$ cat config.mk
export PLATFORM = sky130hd
export DESIGN_NAME = pwm_capture_flat
export DESIGN_NICKNAME = d
export VERILOG_FILES = /design/src/rtl/pwm_capture_pkg.sv /design/src/rtl/pwm_capture_if.sv /design/src/rtl/pwm_capture_in_sync.sv /design/src/rtl/pwm_capture.sv /design/src/flat_wrapper.sv
export SDC_FILE = /design/constraint.sdc
export NUM_CORES = 1
export LEC_CHECK = 0
export CORE_ASPECT_RATIO = 0.5
export CORE_UTILIZATION = 50
export DETAILED_ROUTE_END_ITERATION = 6
export MAX_ROUTING_LAYER = met4
export PLACE_DENSITY_LB_ADDON = 0.12
export SYNTH_ARGS = -nofsm -noshare
export SYNTH_HDL_FRONTEND = slang
export SYNTH_HIERARCHICAL = 1
export SYNTH_SLANG_ARGS = --single-unit
$ cat constraint.sdc
create_clock -name clk -period 5.6 [get_ports clk]
set_input_delay 1.4 -clock clk [delete_from_list [all_inputs] [get_ports clk]]
set_output_delay 1.4 -clock clk [all_outputs]
set_load 0.05 [all_outputs]
$ cat src/rtl/pwm_capture_pkg.sv
// -----------------------------------------------------------------------------
// pwm_capture_pkg
// Shared definitions for the PWM capture block: default counter width,
// default stall timeout and the capture FSM state encoding.
// No ports (package).
// -----------------------------------------------------------------------------
package pwm_capture_pkg;

    localparam int unsigned CNT_W_DEF   = 32;
    localparam logic [31:0] TIMEOUT_DEF = 32'h00FF_FFFF;

    typedef enum logic [1:0] {
        ST_IDLE    = 2'd0,
        ST_ARM     = 2'd1,
        ST_MEASURE = 2'd2
    } state_e;

endpackage

$ cat src/rtl/pwm_capture_if.sv
// -----------------------------------------------------------------------------
// pwm_capture_if
// Bundles the capture control input, the raw PWM pin and the read-only
// result/status registers.
//   en            capture enable (0 = synchronous clear)
//   pwm_in        asynchronous PWM pin
//   period_o      cycles between the last two rising edges, minus 1
//   pulse_width_o high cycles within that period
//   valid_o       1-clk pulse when results update
//   timeout_o     sticky stall flag
//   level_o       synchronised pin level
// master: the capture block. slave: the register file / stimulus side.
// -----------------------------------------------------------------------------
interface pwm_capture_if
    import pwm_capture_pkg::*;
#(
    parameter int unsigned CNT_W = CNT_W_DEF
);
    logic             en;
    logic             pwm_in;
    logic [CNT_W-1:0] period_o;
    logic [CNT_W-1:0] pulse_width_o;
    logic             valid_o;
    logic             timeout_o;
    logic             level_o;

    modport master (
        input  en, pwm_in,
        output period_o, pulse_width_o, valid_o, timeout_o, level_o
    );

    modport slave (
        output en, pwm_in,
        input  period_o, pulse_width_o, valid_o, timeout_o, level_o
    );
endinterface

$ cat src/rtl/pwm_capture_in_sync.sv
// -----------------------------------------------------------------------------
// pwm_capture_in_sync
// Two-flop synchroniser for the PWM pin followed by a delay flop for edge
// detection.
//   clk      in   system clock
//   rst      in   synchronous reset, active-high
//   i_async  in   asynchronous pin
//   o_level  out  synchronised level (s2)
//   o_rise   out  s2 & ~s3
//   o_fall   out  ~s2 & s3 (reserved)
// The chain is cleared only by rst, not by the capture enable, so toggling
// the enable never fabricates an edge from a pin that was already high.
// -----------------------------------------------------------------------------
module pwm_capture_in_sync (
    input  logic clk,
    input  logic rst,
    input  logic i_async,
    output logic o_level,
    output logic o_rise,
    output logic o_fall
);
    logic r_s1;
    logic r_s2;
    logic r_s3;

    // Synchroniser chain plus edge-detect delay stage
    always_ff @(posedge clk) begin
        if (rst) begin
            r_s1 <= 1'b0;
            r_s2 <= 1'b0;
            r_s3 <= 1'b0;
        end else begin
            r_s1 <= i_async;
            r_s2 <= r_s1;
            r_s3 <= r_s2;
        end
    end

    assign o_level = r_s2;
    assign o_rise  = r_s2 & ~r_s3;
    assign o_fall  = ~r_s2 & r_s3;
endmodule

$ cat src/rtl/pwm_capture.sv
// -----------------------------------------------------------------------------
// pwm_capture
// Measures period and high time of an external PWM signal in clk cycles,
// reported with generator register semantics (period = cycles - 1,
// pulse width = high cycles).
//   clk   in   system clock
//   rst   in   synchronous reset, active-high (priority over en)
//   bus   pwm_capture_if.master: en / pwm_in in, results and status out
// A stall (no rising edge for TIMEOUT cycles) sets a sticky timeout flag;
// level_o then tells stuck-high from stuck-low.
// -----------------------------------------------------------------------------
module pwm_capture
    import pwm_capture_pkg::*;
#(
    parameter int unsigned      CNT_W   = CNT_W_DEF,
    parameter logic [CNT_W-1:0] TIMEOUT = CNT_W'(TIMEOUT_DEF)
) (
    input  logic           clk,
    input  logic           rst,
    pwm_capture_if.master  bus
);
    localparam logic [CNT_W-1:0] CNT_MAX = {CNT_W{1'b1}};
    localparam logic [CNT_W-1:0] CNT_ONE = CNT_W'(1);

    state_e           r_state;
    state_e           w_next_state;
    logic [CNT_W-1:0] r_cnt;
    logic [CNT_W-1:0] r_hi;
    logic [CNT_W-1:0] r_period;
    logic [CNT_W-1:0] r_pulse_width;
    logic             r_valid;
    logic             r_timeout;
    logic             r_level;

    logic w_s2;
    logic w_rise;
    logic w_fall_unused;

    logic w_restart;
    logic w_capture;
    logic w_timeout_hit;
    logic w_count_cnt;
    logic w_count_hi;

    pwm_capture_in_sync u_sync (
        .clk     (clk),
        .rst     (rst),
        .i_async (bus.pwm_in),
        .o_level (w_s2),
        .o_rise  (w_rise),
        .o_fall  (w_fall_unused)
    );

    // FSM state register; deasserting en returns to IDLE in the same cycle
    always_ff @(posedge clk) begin
        if (rst) begin
            r_state <= ST_IDLE;
        end else if (!bus.en) begin
            r_state <= ST_IDLE;
        end else begin
            r_state <= w_next_state;
        end
    end

    // FSM next-state logic
    always_comb begin
        w_next_state = r_state;
        case (r_state)
            ST_IDLE: begin
                w_next_state = ST_ARM;
            end
            ST_ARM: begin
                if (w_rise) begin
                    w_next_state = ST_MEASURE;
                end else begin
                    w_next_state = ST_ARM;
                end
            end
            ST_MEASURE: begin
                // A rise in the timeout cycle wins: keep measuring
                if (w_rise) begin
                    w_next_state = ST_MEASURE;
                end else if (r_cnt == TIMEOUT) begin
                    w_next_state = ST_ARM;
                end else begin
                    w_next_state = ST_MEASURE;
                end
            end
            default: begin
                w_next_state = ST_IDLE;
            end
        endcase
    end

    // FSM output decode driving the datapath
    always_comb begin
        w_restart     = 1'b0;
        w_capture     = 1'b0;
        w_timeout_hit = 1'b0;
        w_count_cnt   = 1'b0;
        w_count_hi    = 1'b0;
        case (r_state)
            ST_ARM: begin
                // cnt also runs while armed so a pin that never toggles
                // after enable is still flagged as stalled
                if (w_rise) begin
                    w_restart = 1'b1;
                end else begin
                    w_count_cnt   = 1'b1;
                    w_timeout_hit = (r_cnt == TIMEOUT);
                end
            end
            ST_MEASURE: begin
                if (w_rise) begin
                    w_restart = 1'b1;
                    w_capture = 1'b1;
                end else begin
                    w_count_cnt   = 1'b1;
                    w_count_hi    = 1'b1;
                    w_timeout_hit = (r_cnt == TIMEOUT);
                end
            end
            default: begin
                w_restart = 1'b0;
            end
        endcase
    end

    // Counters, result and status registers
    always_ff @(posedge clk) begin
        if (rst || !bus.en) begin
            r_cnt         <= '0;
            r_hi          <= '0;
            r_period      <= '0;
            r_pulse_width <= '0;
            r_valid       <= 1'b0;
            r_timeout     <= 1'b0;
            r_level       <= 1'b0;
        end else begin
            r_level <= w_s2;
            r_valid <= w_capture;

            if (w_capture) begin
                r_period      <= r_cnt;
                r_pulse_width <= r_hi;
                r_timeout     <= 1'b0;
            end else if (w_timeout_hit) begin
                r_timeout <= 1'b1;
            end

            // The rise cycle itself is the first high cycle of the new period
            if (w_restart) begin
                r_cnt <= '0;
                r_hi  <= CNT_ONE;
            end else begin
                if (w_count_cnt && (r_cnt != CNT_MAX)) begin
                    r_cnt <= r_cnt + CNT_ONE;
                end
                if (w_count_hi && w_s2 && (r_hi != CNT_MAX)) begin
                    r_hi <= r_hi + CNT_ONE;
                end
            end
        end
    end

    assign bus.period_o      = r_period;
    assign bus.pulse_width_o = r_pulse_width;
    assign bus.valid_o       = r_valid;
    assign bus.timeout_o     = r_timeout;
    assign bus.level_o       = r_level;
endmodule

$ cat src/flat_wrapper.sv
// flat-port wrapper written by rule: the top's interface ports become plain ports
module pwm_capture_flat import pwm_capture_pkg::*;
#(
    parameter int unsigned      CNT_W   = CNT_W_DEF,
    parameter logic [CNT_W-1:0] TIMEOUT = CNT_W'(TIMEOUT_DEF)
)
  (clk, rst, bus_en, bus_pwm_in, bus_period_o, bus_pulse_width_o, bus_valid_o, bus_timeout_o, bus_level_o);
  pwm_capture_if #(.CNT_W(CNT_W)) bus_i ();
  input  logic clk;
  input  logic rst;
  input wire logic [$bits(bus_i.en)-1:0] bus_en;
  input wire logic [$bits(bus_i.pwm_in)-1:0] bus_pwm_in;
  output wire logic [$bits(bus_i.period_o)-1:0] bus_period_o;
  output wire logic [$bits(bus_i.pulse_width_o)-1:0] bus_pulse_width_o;
  output wire logic [$bits(bus_i.valid_o)-1:0] bus_valid_o;
  output wire logic [$bits(bus_i.timeout_o)-1:0] bus_timeout_o;
  output wire logic [$bits(bus_i.level_o)-1:0] bus_level_o;
  assign bus_i.en = bus_en;
  assign bus_i.pwm_in = bus_pwm_in;
  assign bus_period_o = bus_i.period_o;
  assign bus_pulse_width_o = bus_i.pulse_width_o;
  assign bus_valid_o = bus_i.valid_o;
  assign bus_timeout_o = bus_i.timeout_o;
  assign bus_level_o = bus_i.level_o;
  pwm_capture #(.CNT_W(CNT_W), .TIMEOUT(TIMEOUT)) u_core (.clk(clk), .rst(rst), .bus(bus_i));
endmodule
Yosys cells after proc, flatten, opt, wreduce, memory -nomap -nowiden
Index checks and enable logic that the tools add are counted.

word-level totals
  logic and storage cells = 47
  bits in read-only memories = 0
  register bits = 136
  bits of input ports = 4
  memories = 0
  memory bits (writable) = 0
  bits in latches = 0
  output and inout port bits = 67

operators by class
  shift operators = 0
  muxes and demuxes = 14
  bitwise logic cells = 3
  add/subtract/negate cells = 2
  divide/modulo/power cells = 0
  magnitude comparators = 0
  multipliers = 0
  reductions and logical operators = 11
  eq/ne operators = 5

operator list
  operator                                                                  number
  32-bit by 1-bit adder with 32-bit output (second input constant)          2
  32-bit != test (second input constant)                                    2
  32-bit by 24-bit equality test with 1-bit output (second input constant)  1
  1-bit 2-to-1 mux                                                          10
  2-bit OR reduction                                                        4
  2-bit 2-to-1 mux                                                          3
  2-bit case mux with 3 select lines                                        1
  1-bit logical AND                                                         3
  2-bit by 1-bit equality test with 1-bit output (second input constant)    1
  2-bit equality test (second input constant)                               1
  2-bit zero test                                                           1
  1-bit inverter                                                            2
  2-bit nonzero test                                                        1
  1-bit bitwise AND                                                         1
  1-bit zero test                                                           1
  1-bit logical OR                                                          1

Longest topological paths before layout
  word-level depth = 8
  gate-level depth with buffers = 8
  mapped depth without buffers = 7

Modules after synthesis
Netlist, hierarchy kept.

by module, submodules not included
  module               times used  cells an instance  area an instance (µm²)  seq. area each (µm²)
  pwm_capture          1           585                5471.5                  2662.6
  pwm_capture_in_sync  1           8                  91.3                    60.1

Worst setup path after synthesis
Ideal clock, no wire load.

  path type = input port to flip-flop
  start = input port bus_en
  end = register u_core.r_cnt[26]
  path buffers = 3
  required time = 5.472 ns
  slack = 2.967 ns
  library setup time = 0.128 ns
  arrival time = 2.505 ns
  cell stages on the path = 6
  cells stage by stage = nor2b_1 -> nand2_1 -> clkbuf_1 -> clkbuf_1 -> clkbuf_1 -> nor2_1

on the way
  word-level cells in the longest chain between the ends = 3

ends and longest elaborated chain
  what                                 line                RTL
  start: declaration                   flat_wrapper.sv:11  input wire logic [$bits(bus_i.en)-1:0] bus_en;
  1-bit zero test                      --
  1-bit logical OR                     pwm_capture.sv:131  if (rst || !bus.en) begin
  2-bit OR reduction (no source line)  --
  end signal: assignment               pwm_capture.sv:157  r_cnt <= r_cnt + CNT_ONE;
  end: declaration                     pwm_capture.sv:27   logic [CNT_W-1:0] r_cnt;

No other way between the ends.
A chain may end at the register's enable or synchronous reset.

Worst setup path after layout
  start = input port rst
  end = register u_core.r_pulse_width[2], in the netlist u_core/bus.pulse_width_o[2]

on the way
  word-level cells in the longest chain between the ends = 1

ends and longest elaborated chain
  what                    line                RTL
  start: declaration      flat_wrapper.sv:10  input logic rst;
  1-bit logical OR        pwm_capture.sv:131
  end signal: assignment  pwm_capture.sv:145  r_pulse_width <= r_hi;
  end: declaration        pwm_capture.sv:30   logic [CNT_W-1:0] r_pulse_width;

No other way between the ends.

==> flow_summary.json <==
{
  "status": "finished, final reports clean",
  "rsz0062_at_grt": "no",
  "end_kind": "register",
  "drcViolationCount": 0,
  "first_pass_iters": 5,
  "required_ns": 5.94,
  "avgSynthCellArea_um2": 9.39,
  "clock_path_buffers": 2,
  "min_period_ns": 3.33,
  "drt_iter0_drc": 289,
  "clk_pin_slew_ns": 0.06,
  "register_area_um2": 2720,
  "max_freq_ghz": 0.301,
  "totalWireLength_um": 12500,
  "dp_hpwl_um": 8030,
  "setup-violations-final": 0,
  "dieArea_um2": 11600,
  "finalNetCount": 662,
  "clock_latency_ns": 0.41,
  "worst_pin_slew_ns": 1.21,
  "wl_per_cell_um": 15.6,
  "dpl_cell_area_um2": 6360,
  "synth_warnings": 6,
  "ir_drop_mv": 0.227,
  "cts_tree": "done",
  "crit_fanout": 43,
  "crit_path_start_kind": "input port",
  "grt_pass1_wl_um": 21100,
  "gp_congestion": 0.918,
  "setup_tns_ns": 0,
  "fp-row-count": 26,
  "final_area_um2": 6940,
  "finClkSkew_ns": 0.00858,
  "fillers": 847,
  "leakage_uw": 0.00229,
  "drive_above_1_share": 0.0752,
  "ant_nets": 0,
  "die_y_um": 76.5,
  "cts_inserted_buffers": 17,
  "ctsRootBufferMaster": "clkbuf_16",
  "arrival_ns": 3.67,
  "slew_headroom": 0.196,
  "grtUsageTotal": 0.237,
  "hold_path.class": "register to register",
  "multi_input_area_um2": 2690,
  "power.density_nw_per_um2": 305,
  "cts.sinks": 136,
  "fin_crit_sh": 0.594,
  "grt.overflow.total": 0,
  "htreeDepth": 4,
  "initial_core_util": 0.529,
  "maxSlewViolCount": 0,
  "syn-cell-area_um2": 5560,
  "cts-hold-fix-buffers": 0,
  "grt_max_degree": 66,
  "path_class": "input port to register",
  "num_io_pins": 71,
  "antenna_found_initial": 0,
  "syn_nets": 602,
  "dieWidth_um": 151,
  "post_cts_buffers": 0,
  "first_global_vias": 4391,
  "dr_total_vias": 4828,
  "drv_cap": 0,
  "avgViaCountPerCell": 6.00,
  "synthCells": 592,
  "coreArea_um2": 10500,
  "cts_resized": 0,
  "diodes": 0,
  "hold_viol": 0,
  "io_buffers": 70,
  "area_delta_synth_final_pct": 25.0
}
state kept, by name, indices dropped and copies added (netlist names):
| name | flops |
|---|---|
| u_core/bus.timeout_o | 1 |
| u_core/r_cnt | 32 |
| u_core/bus.pulse_width_o | 32 |
| u_core/u_sync/o_level | 1 |
| u_core/bus.valid_o | 1 |
| u_core/bus.period_o | 32 |
| u_core/bus.level_o | 1 |
| u_core/u_sync/r_s1 | 1 |
| u_core/r_state | 2 |
| u_core/u_sync/r_s3 | 1 |
| u_core/r_hi | 32 |
cell type report:
| cell class | instances | area share |
|---|---|---|
| Multi-Input combinational cell | 414 | 0.388 |
| Timing Repair Buffer | 75 | 0.106 |
| Tap cell | 140 | 0.0252 |
| Sequential cell | 136 | 0.392 |
| Clock inverter | 14 | 0.0227 |
| Clock buffer | 18 | 0.0618 |
| Inverter | 8 | 0.00432 |
stage by stage:
step / cells / worst slack [ns] / total power, uW / hold WS [ns] / utilization
2_1_floorplan: 592 / 2.97 / 1020 / 0.414 / -
3_3_place_gp: 773 / 1.95 / 1030 / 0.423 / 0.605
3_5_place_dp: 773 / 1.87 / 1030 / 0.437 / 0.605
4_1_cts: 805 / 2.28 / 2130 / 0.450 / 0.661
5_1_grt: 805 / 2.08 / 2190 / 0.462 / 0.661
6_report: 805 / 2.27 / 2120 / 0.447 / 0.661
layer usage:
| metal | vias up | share of wire | GRT usage |
|---|---|---|---|
| met2 | 131 | 0.45 | 0.351 |
| met4 | 0 | 0.0085 | 0.0740 |
| met3 | 11 | 0.051 | 0.0551 |
| met1 | 2325 | 0.49 | 0.317 |
| met5 | - | 0 | - |
| li1 | 2361 | - | - |
critical path, stage by stage:
cell,delay [ns]
clkdlybuf4s50_1,0.47
nand2b_1,0.28
a21oi_4,0.89
buf_4,0.42
a22o_1,0.20
report_power, final:
part / switching [uW] / internal (uW) / total (uW)
Clock: 411 / 694 / 1110
Sequential: 1.64 / 970 / 971
Combinational: 29.5 / 10.1 / 39.6
path summary, 6_finish.rpt:
path                      startpoint                           to  slack, ns  depth (start not counted)
setup / recovery                 rst  u_core/bus.pulse_width_o[2]       2.27                          5
hold reg to reg   u_core/u_sync/r_s1        u_core/u_sync/o_level       0.45                          1
hold / removal    u_core/u_sync/r_s1        u_core/u_sync/o_level       0.45                          1
setup reg to reg     u_core/r_cnt[5]             u_core/r_cnt[14]       2.75                          6
cells in the final DEF, fill, tap and decap left out, types with 7 or more instances in the layout:
cell,instances
nor4_1,9
xnor2_1,12
a22o_1,64
or4_1,13
inv_1,8
o21ai_0,27
nand4_1,24
or3_1,28
nand3_1,22
and4_1,12
nor2_1,35
a21oi_1,39
nand2_1,41
nor3_1,8
dfxtp_1,136
clkbuf_16,17
clkdlybuf4s50_1,70
nor2b_1,7
Power figures use the tool's default switching activity.
